**src/rtl/imem_loader.sv**
```systemverilog
// imem_loader: writer side of the instruction memory.
// Collects a program arriving as a byte stream (MSB first), packs every
// BPW = IWIDTH/8 bytes into one instruction word and writes it into imem
// at consecutive addresses starting from 0. The processor core is held in
// reset until the last word has been written, so fetch begins at PC 0
// only after the whole program is in place.
module imem_loader #(
  parameter int IWIDTH = 24,  // instruction word width, multiple of 8
  parameter int PWIDTH = 16   // imem address width, same as the fetch PC
) (
  input  logic              clk_i,
  input  logic              rst_i,
  input  logic              start_i,
  input  logic [PWIDTH-1:0] nwords_i,
  input  logic [7:0]        byte_i,
  input  logic              byte_valid_i,
  output logic              byte_ready_o,
  output logic              we_o,
  output logic [PWIDTH-1:0] waddr_o,
  output logic [IWIDTH-1:0] wdata_o,
  output logic              busy_o,
  output logic              done_o,
  output logic              cpu_rst_o
);

  // Bytes per instruction word and the byte counter sized to hold 0..BPW-1.
  localparam int BPW = IWIDTH / 8;
  localparam int CW  = (BPW > 1) ? $clog2(BPW) : 1;
  localparam logic [CW-1:0] LAST_BYTE = CW'(BPW - 1);

  // Loader states.
  localparam logic [1:0] S_IDLE  = 2'd0;
  localparam logic [1:0] S_LOAD  = 2'd1;
  localparam logic [1:0] S_WRITE = 2'd2;
  localparam logic [1:0] S_DONE  = 2'd3;

  logic [1:0]        state_q,   state_d;
  logic [PWIDTH-1:0] nwords_q,  nwords_d;   // program length in words
  logic [PWIDTH-1:0] addr_q,    addr_d;     // address of the word being built
  logic [CW-1:0]     bcnt_q,    bcnt_d;     // bytes already shifted into word_q
  logic [IWIDTH-1:0] word_q,    word_d;     // word under assembly
  logic              we_q,      we_d;
  logic [PWIDTH-1:0] waddr_q,   waddr_d;
  logic [IWIDTH-1:0] wdata_q,   wdata_d;
  logic              done_q,    done_d;
  logic              cpu_rst_q, cpu_rst_d;

  logic              accept;      // a byte is consumed at the next edge
  logic [IWIDTH-1:0] word_shift;  // word_q with the incoming byte appended

  // Ready depends only on state, never on byte_valid_i, so the source can
  // use it without creating a combinational loop through the handshake.
  assign byte_ready_o = (state_q == S_LOAD);
  assign busy_o       = (state_q == S_LOAD) || (state_q == S_WRITE);
  assign accept       = byte_ready_o && byte_valid_i;

  // Shift-left-by-a-byte form also works when IWIDTH is exactly 8, where a
  // part-select of the lower IWIDTH-8 bits would be empty.
  assign word_shift = (word_q << 8) | IWIDTH'(byte_i);

  // Next-state and datapath: start handling, byte packing, word write-out.
  // NOTE: every signal assigned in this block gets a default first, so no
  // path leaves one unassigned and no latch is inferred.
  always_comb begin
    state_d   = state_q;
    nwords_d  = nwords_q;
    addr_d    = addr_q;
    bcnt_d    = bcnt_q;
    word_d    = word_q;
    we_d      = 1'b0;
    waddr_d   = waddr_q;
    wdata_d   = wdata_q;

    case (state_q)
      // IDLE and DONE share the start sequence, which is what allows a
      // reload straight out of DONE without a global reset.
      S_IDLE, S_DONE: begin
        if (start_i) begin
          nwords_d = nwords_i;
          addr_d   = '0;
          bcnt_d   = '0;
          word_d   = '0;
          state_d  = (nwords_i != '0) ? S_LOAD : S_DONE;
        end
      end

      S_LOAD: begin
        if (accept) begin
          word_d = word_shift;
          if (bcnt_q == LAST_BYTE) begin
            // Last byte of the word: present the write in the very next
            // cycle. The output registers are loaded here so that waddr_o
            // and wdata_o keep this word after we_o drops.
            bcnt_d  = '0;
            state_d = S_WRITE;
            we_d    = 1'b1;
            waddr_d = addr_q;
            wdata_d = word_shift;
          end else begin
            bcnt_d = bcnt_q + CW'(1);
          end
        end
      end

      S_WRITE: begin
        // The address only advances when another word follows, so it never
        // wraps even for the largest possible program.
        if (addr_q == nwords_q - PWIDTH'(1)) begin
          state_d = S_DONE;
        end else begin
          addr_d  = addr_q + PWIDTH'(1);
          state_d = S_LOAD;
        end
      end

      default: begin
        state_d = S_IDLE;
      end
    endcase

    // Core-facing status follows the current state one cycle later.
    done_d    = (state_q == S_DONE);
    cpu_rst_d = (state_q != S_DONE);
  end

  // State and output registers with synchronous active-high reset.
  // NOTE: sequential state uses non-blocking assignments only, so every
  // flop samples the pre-edge values regardless of statement order.
  always_ff @(posedge clk_i) begin
    if (rst_i) begin
      state_q   <= S_IDLE;
      nwords_q  <= '0;
      addr_q    <= '0;
      bcnt_q    <= '0;
      word_q    <= '0;
      we_q      <= 1'b0;
      waddr_q   <= '0;
      wdata_q   <= '0;
      done_q    <= 1'b0;
      cpu_rst_q <= 1'b1;
    end else begin
      state_q   <= state_d;
      nwords_q  <= nwords_d;
      addr_q    <= addr_d;
      bcnt_q    <= bcnt_d;
      word_q    <= word_d;
      we_q      <= we_d;
      waddr_q   <= waddr_d;
      wdata_q   <= wdata_d;
      done_q    <= done_d;
      cpu_rst_q <= cpu_rst_d;
    end
  end

  assign we_o      = we_q;
  assign waddr_o   = waddr_q;
  assign wdata_o   = wdata_q;
  assign done_o    = done_q;
  assign cpu_rst_o = cpu_rst_q;

endmodule

```
**config.mk**
```make
export PLATFORM = sky130hd
export DESIGN_NAME = imem_loader
export DESIGN_NICKNAME = d
export VERILOG_FILES = /design/src/rtl/imem_loader.sv
export SDC_FILE = /design/constraint.sdc
export NUM_CORES = 1
export LEC_CHECK = 0
export BUFFER_PORTS_ARGS = -buffer_cell sky130_fd_sc_hd__buf_4
export CAP_MARGIN = 20
export CELL_PAD_IN_SITES_DETAIL_PLACEMENT = 2
export CELL_PAD_IN_SITES_GLOBAL_PLACEMENT = 2
export CORE_AREA = 2 2 125 127
export CTS_CLUSTER_SIZE = 40
export DETAILED_ROUTE_END_ITERATION = 16
export DIE_AREA = 0 0 127 129
export PLACE_DENSITY_LB_ADDON = 0.05
export SETUP_SLACK_MARGIN = 0.2
export SYNTH_ARGS = -nofsm -noshare
export SYNTH_HDL_FRONTEND = slang
export SYNTH_SLANG_ARGS = --single-unit
```
**constraint.sdc**
```tcl
create_clock -name clk_i -period 2.7 [get_ports clk_i]
set_input_delay 0.27 -clock clk_i [delete_from_list [all_inputs] [get_ports clk_i]]
set_output_delay 0.27 -clock clk_i [all_outputs]
set_load 0.05 [all_outputs]
```
* Word-level counts from Yosys, hierarchy flattened
Cells that the tools add are included.
** Word-level totals
- Bits in registers :: 95
- Latch bits :: 0
- RAM bits :: 0
- Memory bits (read-only) :: 0
- Output and inout port bits :: 45
- Word-level logic and storage cells :: 56
- Memories kept :: 0
** Cells by class
- Add/sub/neg operators :: 3
- $mul :: 0
- Divide/modulo/power cells :: 0
- $lt $le $gt $ge :: 0
- Eq/ne operators :: 10
- Shifts and indexed selects :: 0
- Multiplexer cells :: 17
- Bitwise logic cells :: 3
- Reduce and logical (&&, ||, !) cells :: 13
** Operator list (count)
- 16-bit 2-to-1 mux :: 4
- 16-bit case mux with 2 select lines :: 2
- 24-bit by 8-bit bitwise OR with 24-bit output :: 1
- 16-bit by 1-bit adder with 16-bit output, second input constant :: 1
- 16-bit equality test :: 1
- 2-bit 2-to-1 mux :: 8
- 16-bit nonzero test :: 1
- 16-bit by 1-bit subtractor with 16-bit output, second input constant :: 1
- 3-bit AND reduction :: 4
- 2-bit equality test, second input constant :: 3
- 2-bit != test, second input constant :: 3
- 2-bit case mux with 3 select lines :: 1
- 2-bit by 1-bit != test with 1-bit output, second input constant :: 2
- 2-bit case mux with 2 select lines :: 1
- 2-bit nonzero test :: 2
- 3-bit OR reduction :: 1
- 2-bit by 1-bit adder with 2-bit output, second input constant :: 1
- 2-bit by 1-bit equality test with 1-bit output, second input constant :: 1
- 2-bit zero test :: 1
- 1-bit NOT :: 2
- 2-bit AND reduction :: 1
- 2-bit OR reduction :: 1
- 1-bit logical AND :: 1
- 1-bit logical OR :: 1
- 1-bit 2-to-1 mux :: 1

* Longest topological paths before layout
Gate-level depths: netlist (run 1).
- Depth in word-level cells :: 4
- Mapped depth :: 11
- Mapped depth without buffers :: 10

* Worst setup path after synthesis (run 1)
No wires, ideal clock.
- Kind :: register -> register
- From :: reg nwords_q[0]
- To :: reg addr_q[2]
- Arrival time :: 2.592 ns
- Required time :: 2.612 ns
- Path slack :: 0.020 ns
- Cell stages (with the launch flop) :: 11
- Clock period less this slack :: 2.680 ns
- Cell sequence :: dfxtp_1 inv_1 ha_1 or4b_1 or4_1 nand3_1 o31ai_1 and4bb_4 a21boi_4 a21boi_1 o32ai_2
** Between the ends
- Cells in the longest elaborated chain, start to end :: 4
** RTL lines
- start, declared :: line 38 : logic [PWIDTH-1:0] nwords_q, nwords_d;
- start signal, assigned :: line 143 : nwords_q <= nwords_d;
- 16-bit by 1-bit subtractor with 16-bit output :: line 108 : if (addr_q == nwords_q - PWIDTH'(1)) begin
- 16-bit equality test :: line 108
- 2-bit != test (no source line)
- 3-bit AND reduction (no source line)
- end signal, assigned :: line 144 : addr_q <= addr_d;
- end, declared :: line 39 : logic [PWIDTH-1:0] addr_q, addr_d;
Every way passes these cells.
A chain may end at the register's enable or synchronous reset.

* Final worst setup path (run 1)
- From :: reg nwords_q[0]
- To :: reg addr_q[1]
The elaborated chain is that of the path after synthesis.

==> results of run 1 <==
-- metrics by stage --
stage | power, mW | area [um^2] | util (%)
floorplan | 2.76 | 4320 | -
global placement | 3.24 | 5130 | 34.3
detailed placement | 3.30 | 5140 | 34.3
CTS | 4.73 | 5530 | 36.9
global route | 5.08 | 5630 | 37.6
finish | 4.76 | 5630 | 37.6
-- final timing paths --
kind | from | end | slack, ns | depth (start not counted)
worst min-delay path | byte_i[3] | word_q[3] | 0.17 | 3
worst max-delay path | nwords_q[0] | addr_q[1] | 0.03 | 11
worst min register to register | waddr_o[13] | waddr_o[13] | 0.46 | 2
worst max register to register | nwords_q[0] | addr_q[1] | 0.03 | 11
-- where the power goes --
part           internal (mW)  total (mW)  switching, mW
logic                  0.746        1.85           1.11
registers               1.50        1.63          0.131
clock network          0.648        1.28          0.627
-- timing repair --
action,4_1_cts,5_1_grt
gates resized for setup,10,16
hold endpoints to repair,0,0
endpoints found under the setup margin,16,17
setup buffers,5,5
pin swaps,2,16
-- registers in the layout, indices dropped and copies added, names as in the netlist --
| name | cells |
|---|---|
| wdata_o | 24 |
| addr_q | 16 |
| nwords_q | 16 |
| waddr_o | 16 |
| word_q | 16 |
| bcnt_q | 2 |
| state_q | 2 |
| cpu_rst_o | 1 |
| done_o | 1 |
| we_o | 1 |
-- placed cells by master, fill, tap and decap left out, drive strengths merged, types with 4 or more instances in the layout --
cell	n
a211oi	6
buf	104
a21oi	66
mux2i	5
nand4	5
o21ai	6
inv	19
dfxtp	95
nor3	11
a21boi	4
xor2	10
or3	5
xnor2	10
nor2	42
o31ai	4
nor4	7
ha	6
nand2	134
nand3	9
clkbuf	9
and3	6
a22oi	17
a31oi	5
-- kinds of logic (layout without fill, tap and decap cells) --
logic type      count (synthesis)  count (layout)
fa+ha+maj                       6               6
simple gates                  239             239
xor+xnor                       20              20
buf+inv                        46             136
mux                             5               5
compound gates                128             128
flops                          95              95
-- final cells by class --
cell class / count / area [um^2]
fillers: 1744 / 9350
multi-input cells: 398 / 2330
flip-flops and latches: 95 / 1910
repair buffers: 104 / 797
well taps: 188 / 235
clock buffers: 9 / 225
clock inverters: 7 / 67.6
inverters: 16 / 60.1
-- routing by layer --
layer  vias up  share of wire, %  wire [um]
li1       2035                 -          -
met1      2033                43       6060
met2        61                52       7460
met3        17               2.9        417
met4         0               2.0        291
met5         -                 0          0
-- cell usage after synthesis (all sizes together), types with 6 or more instances --
master / instances
o21ai: 6
inv: 16
nand3: 9
and3: 6
a21oi: 66
nor2: 42
clkbuf: 27
nand2: 134
xor2: 10
a211oi: 6
xnor2: 10
a22oi: 17
nor4: 7
ha: 6
dfxtp: 95
nor3: 11
-- worst min-delay path: stages --
cell	delay, ns
buf_4	0.08
a22oi_1	0.06
nor2_1	0.08
==> results.yml, run 1 <==
setup_path:
  critPathBufInv: 2
  cp-start-kind: "flip-flop"
  criticalPathCategory: "reg -> reg"
  cp.arrival_ns: 2.91
  critical-path-slowest-cell: "or4b_4"
  cp.required_ns: 2.94
  cp_max_fo: 6
  path_cells: "inv_2 > ha_4 > or4b_4 > o31ai_1 > nand3_2 > o31ai_2 > and4bb_4 > a21boi_4 > buf_12 > mux2i_1 > nor2_1"
  end_kind: "flip-flop"
  crit_family: "simple AND/OR/NAND/NOR gates"
  max_stage_delay_ns: 0.50
layout:
  layout.nets: 658
  layout.cells.non_filler: 817
  diodes: 0
  area_delta_synth_final_pct: 31.3
  layout-drive-gt1-share_pct: 25.3
pwr:
  powerDensity_nw_per_um2: 846
  p_leak_nw: 2.17
  vdd_ir_drop_max_uv: 337
clock_tree:
  clock-root-buffer: "clkbuf_16"
  worstSkewPairLatency_ns: 0.35
  cts_tree: "built"
  path_clk_slew_ns: 0.07
  hold_buffers: 0
  cts_buffer_depth: 2
  cts_buffers: 9
  htreeDepth: 3
  cts_sinks: 95
placed_design:
  dp_slack_ns: -0.0875
  placed_cells: 791
  place.gp.congestion: 0.811
  portBuffers: 72
  dp_hpwl_um: 10500
route:
  dr.pass1.iters: 4
  vias_per_cell: 5.07
  antenna_left: 0
  drc: 0
  drt-initial-drc-count: 106
  num_vias: 4146
  wire_per_inst_um: 17.4
  drt-total-wl_um: 14200
synth:
  synth.top_cells.by_area: "dfxtp_1 (44%), nand2_1 (12%), a21oi_1 (7.6%)"
  syn_area_um2: 4290
  synth_fp_nets: 573
  synth_seq_area_share_pct: 44.3
  synth_edf_count: 0
  synth_cells: 539
  yosys_warnings: 0
  synth_top_family_by_area: "simple AND/OR/NAND/NOR gates"
  synth_top_area_cell: "dfxtp_1"
  synth_seq_cells: 95
  avgSynthCellArea_um2: 7.96
  synth_cell_types: 59
  synth_xor_area_share_pct: 4.08
  synthArstFlopShare_pct: 0
  yosysTopAreaCellShare_pct: 44.3
  synthAdderAreaFrac_pct: 1.75
  synthMuxAreaShare_pct: 1.17
  synth_compound_area_share_pct: 19.3
  ys.flop_type: "dfxtp_1"
  synthSimpleGateAreaFrac_pct: 25.2
die:
  die_x_um: 127
  start_util_pct: 28.6
  rows: 45
  core_um2: 15000
  die_area_um2: 16400
  ios: 73
  die_y_um: 129
sta:
  hold_viol_final: 0
  setup_tns_ns: 0
  slew_headroom_pct: 51.9
  holdWs_ns: 0.172
  period_share_pct: 98.8
  setup_ws_ns: 0.0327
  rsz0062_at_grt: "yes"
  slew_viol_final: 0
  worst_pin_slew_ns: 0.719
  finalSetupViolations: 0
  fmax_mhz: 375
  fin_crit_ns: 2.67
  fin_skew_ns: 0.00587
status:
  outcome: "completed"
global_routing:
  grt_pass1_vias: 4471
  grt-busiest-layer: "met2"
  antenna_found_initial: 0
  grt_usage_pct: 18.0
  grtUsageMet1_pct: 21.1
  grt_pass1_wl_um: 23200
  grt_start_max_net_pins: 55
  overflow: 0
  met3_usage_pct: 2.70
  grt_use_met2_pct: 33.1
run:
  cap_violations: 0
hold_path:
  hold_path.class: "in -> reg"
Note: power is estimated with default switching activity, not from simulation.
==> inputs of run 2 (changes only) <==
--- a/config.mk
+++ b/config.mk
@@ -14,6 +14,7 @@
 export DETAILED_ROUTE_END_ITERATION = 16
 export DIE_AREA = 0 0 127 129
 export PLACE_DENSITY_LB_ADDON = 0.05
+export RECOVER_POWER = 25
 export SETUP_SLACK_MARGIN = 0.2
 export SYNTH_ARGS = -nofsm -noshare
 export SYNTH_HDL_FRONTEND = slang
==> results.yml, run 2 (synthesized netlist as in run 1, its figures left out) <==
status:
  outcome: "completed"
setup_path:
  max_stage_delay_ns: 0.50
  cp.arrival_ns: 2.91
  end_kind: "flip-flop"
  cp.required_ns: 2.94
  path_cells: "inv_2 > ha_4 > or4b_4 > o31ai_1 > nand3_2 > o31ai_2 > and4bb_4 > a21boi_4 > buf_12 > mux2i_1 > nor2_1"
  cp_max_fo: 6
  critical-path-slowest-cell: "or4b_4"
  cp-start-kind: "flip-flop"
  criticalPathCategory: "reg -> reg"
  reg2regPathDepth: 11
route:
  met2WireLength_um: 7430
  wl_met3_um: 413
  antenna_left: 0
  drt-total-wl_um: 14200
  dr.pass1.iters: 4
  met1_length_um: 6070
  drc: 0
  top_layer_used: "met4"
  num_vias: 4151
  drt-initial-drc-count: 106
  vias_per_cell: 5.08
  wire_per_inst_um: 17.4
sta:
  fin_crit_ns: 2.67
  worst_pin_slew_ns: 1.16
  rsz0062_at_grt: "yes"
  period_share_pct: 98.8
  fin_skew_ns: 0.00559
  slew_viol_final: 0
  finalSetupViolations: 0
  slew_headroom_pct: 22.5
  fmax_mhz: 375
  hold_viol_final: 0
pwr:
  p_leak_nw: 2.03
  p_total_mw: 4.76
  powerDensity_nw_per_um2: 864
  vdd_ir_drop_max_uv: 337
layout:
  fin_area_um2: 5510
  layout_common_cells: "nand2_1 (133), dfxtp_1 (91), buf_4 (69)"
  layout.cells.non_filler: 817
  largest_register_ff_count: 24
  layout-drive-gt1-share_pct: 20.2
  final_common_cell: "nand2_1"
  layout.nets: 658
  diodes: 0
  post-route-util_pct: 36.8
  area_delta_synth_final_pct: 28.4
die:
  ios: 73
  die_y_um: 129
  start_util_pct: 28.6
  die_area_um2: 16400
  rows: 45
  core_um2: 15000
  die_x_um: 127
placed_design:
  postPlaceCellArea_um2: 5140
  place.gp.congestion: 0.811
  portBuffers: 72
  dp_hpwl_um: 10500
  placed_cells: 791
global_routing:
  grt_pass1_vias: 4471
  grt_usage_pct: 18.0
  overflow: 0
  grt_start_max_net_pins: 55
  grt_pass1_wl_um: 23200
  antenna_found_initial: 0
clock_tree:
  cts_sinks: 95
  clock-root-buffer: "clkbuf_16"
  path_clk_slew_ns: 0.07
  cts_buffers: 9
  cts_tree: "built"
  hold_buffers: 0
  cts_buffer_depth: 2
  htreeDepth: 3
  worstSkewPairLatency_ns: 0.35
hold_path:
  hold_path.class: "in -> reg"
  holdPathStages: 3
run:
  cap_violations: 0
run 2: area by class of cell:
| cell class | instances | area, um^2 |
|---|---|---|
| Clock buffer | 9 | 225 |
| Clock inverter | 7 | 67.6 |
| Fill cell | 1779 | 9470 |
| Sequential cell | 95 | 1910 |
| Inverter | 16 | 60.1 |
| Timing Repair Buffer | 104 | 674 |
| Tap cell | 188 | 235 |
| Multi-Input combinational cell | 398 | 2330 |
run 2: what timing repair did:
action                                  CTS  global route
setup buffers                             5             5
endpoints found under the setup margin   16            17
resized for setup                        10            16
pin swaps                                 2            16
endpoints found under the hold margin     0             0
run 2: worst max-delay path, delay by kind of cell (launching register included):
kind            cells  cell delay [ns]
simple gates        4             0.99
compound gates      3             0.68
flops               1             0.37
buf+inv             2             0.22
mux                 1             0.17
fa+ha+maj           1             0.14
run 2: metrics by stage:
step                      hold WS [ns]  worst slack, ns  setup TNS [ns]
after floorplan                  0.398            0.234               0
after global placement           0.443           0.0614               0
after detailed placement         0.452          -0.0875          -0.301
after CTS                        0.163           0.0719               0
after global routing             0.177          -0.0736          -0.291
final                            0.171           0.0313               0
run 2: worst paths after layout:
path / from / slack, ns / endpoint
setup / recovery: nwords_q[0] / 0.03 / addr_q[1]
hold reg to reg: wdata_o[8] / 0.46 / wdata_o[8]
hold / removal: byte_i[3] / 0.17 / word_q[3]
setup reg to reg: nwords_q[0] / 0.03 / addr_q[1]
run 2: power breakdown:
| group | switching [mW] | total, mW | internal (mW) |
|---|---|---|---|
| combinational | 1.11 | 1.85 | 0.743 |
| sequential | 0.131 | 1.63 | 1.50 |
| clock | 0.627 | 1.28 | 0.648 |
| total | 1.87 | 4.76 | 2.89 |
run 2: per-layer routing:
| layer | global-route usage, % | vias up |
|---|---|---|
| li1 | - | 2039 |
| met1 | 21.1 | 2037 |
| met2 | 33.1 | 58 |
| met3 | 2.70 | 17 |
| met4 | 6.66 | 0 |
| met5 | 0 | - |
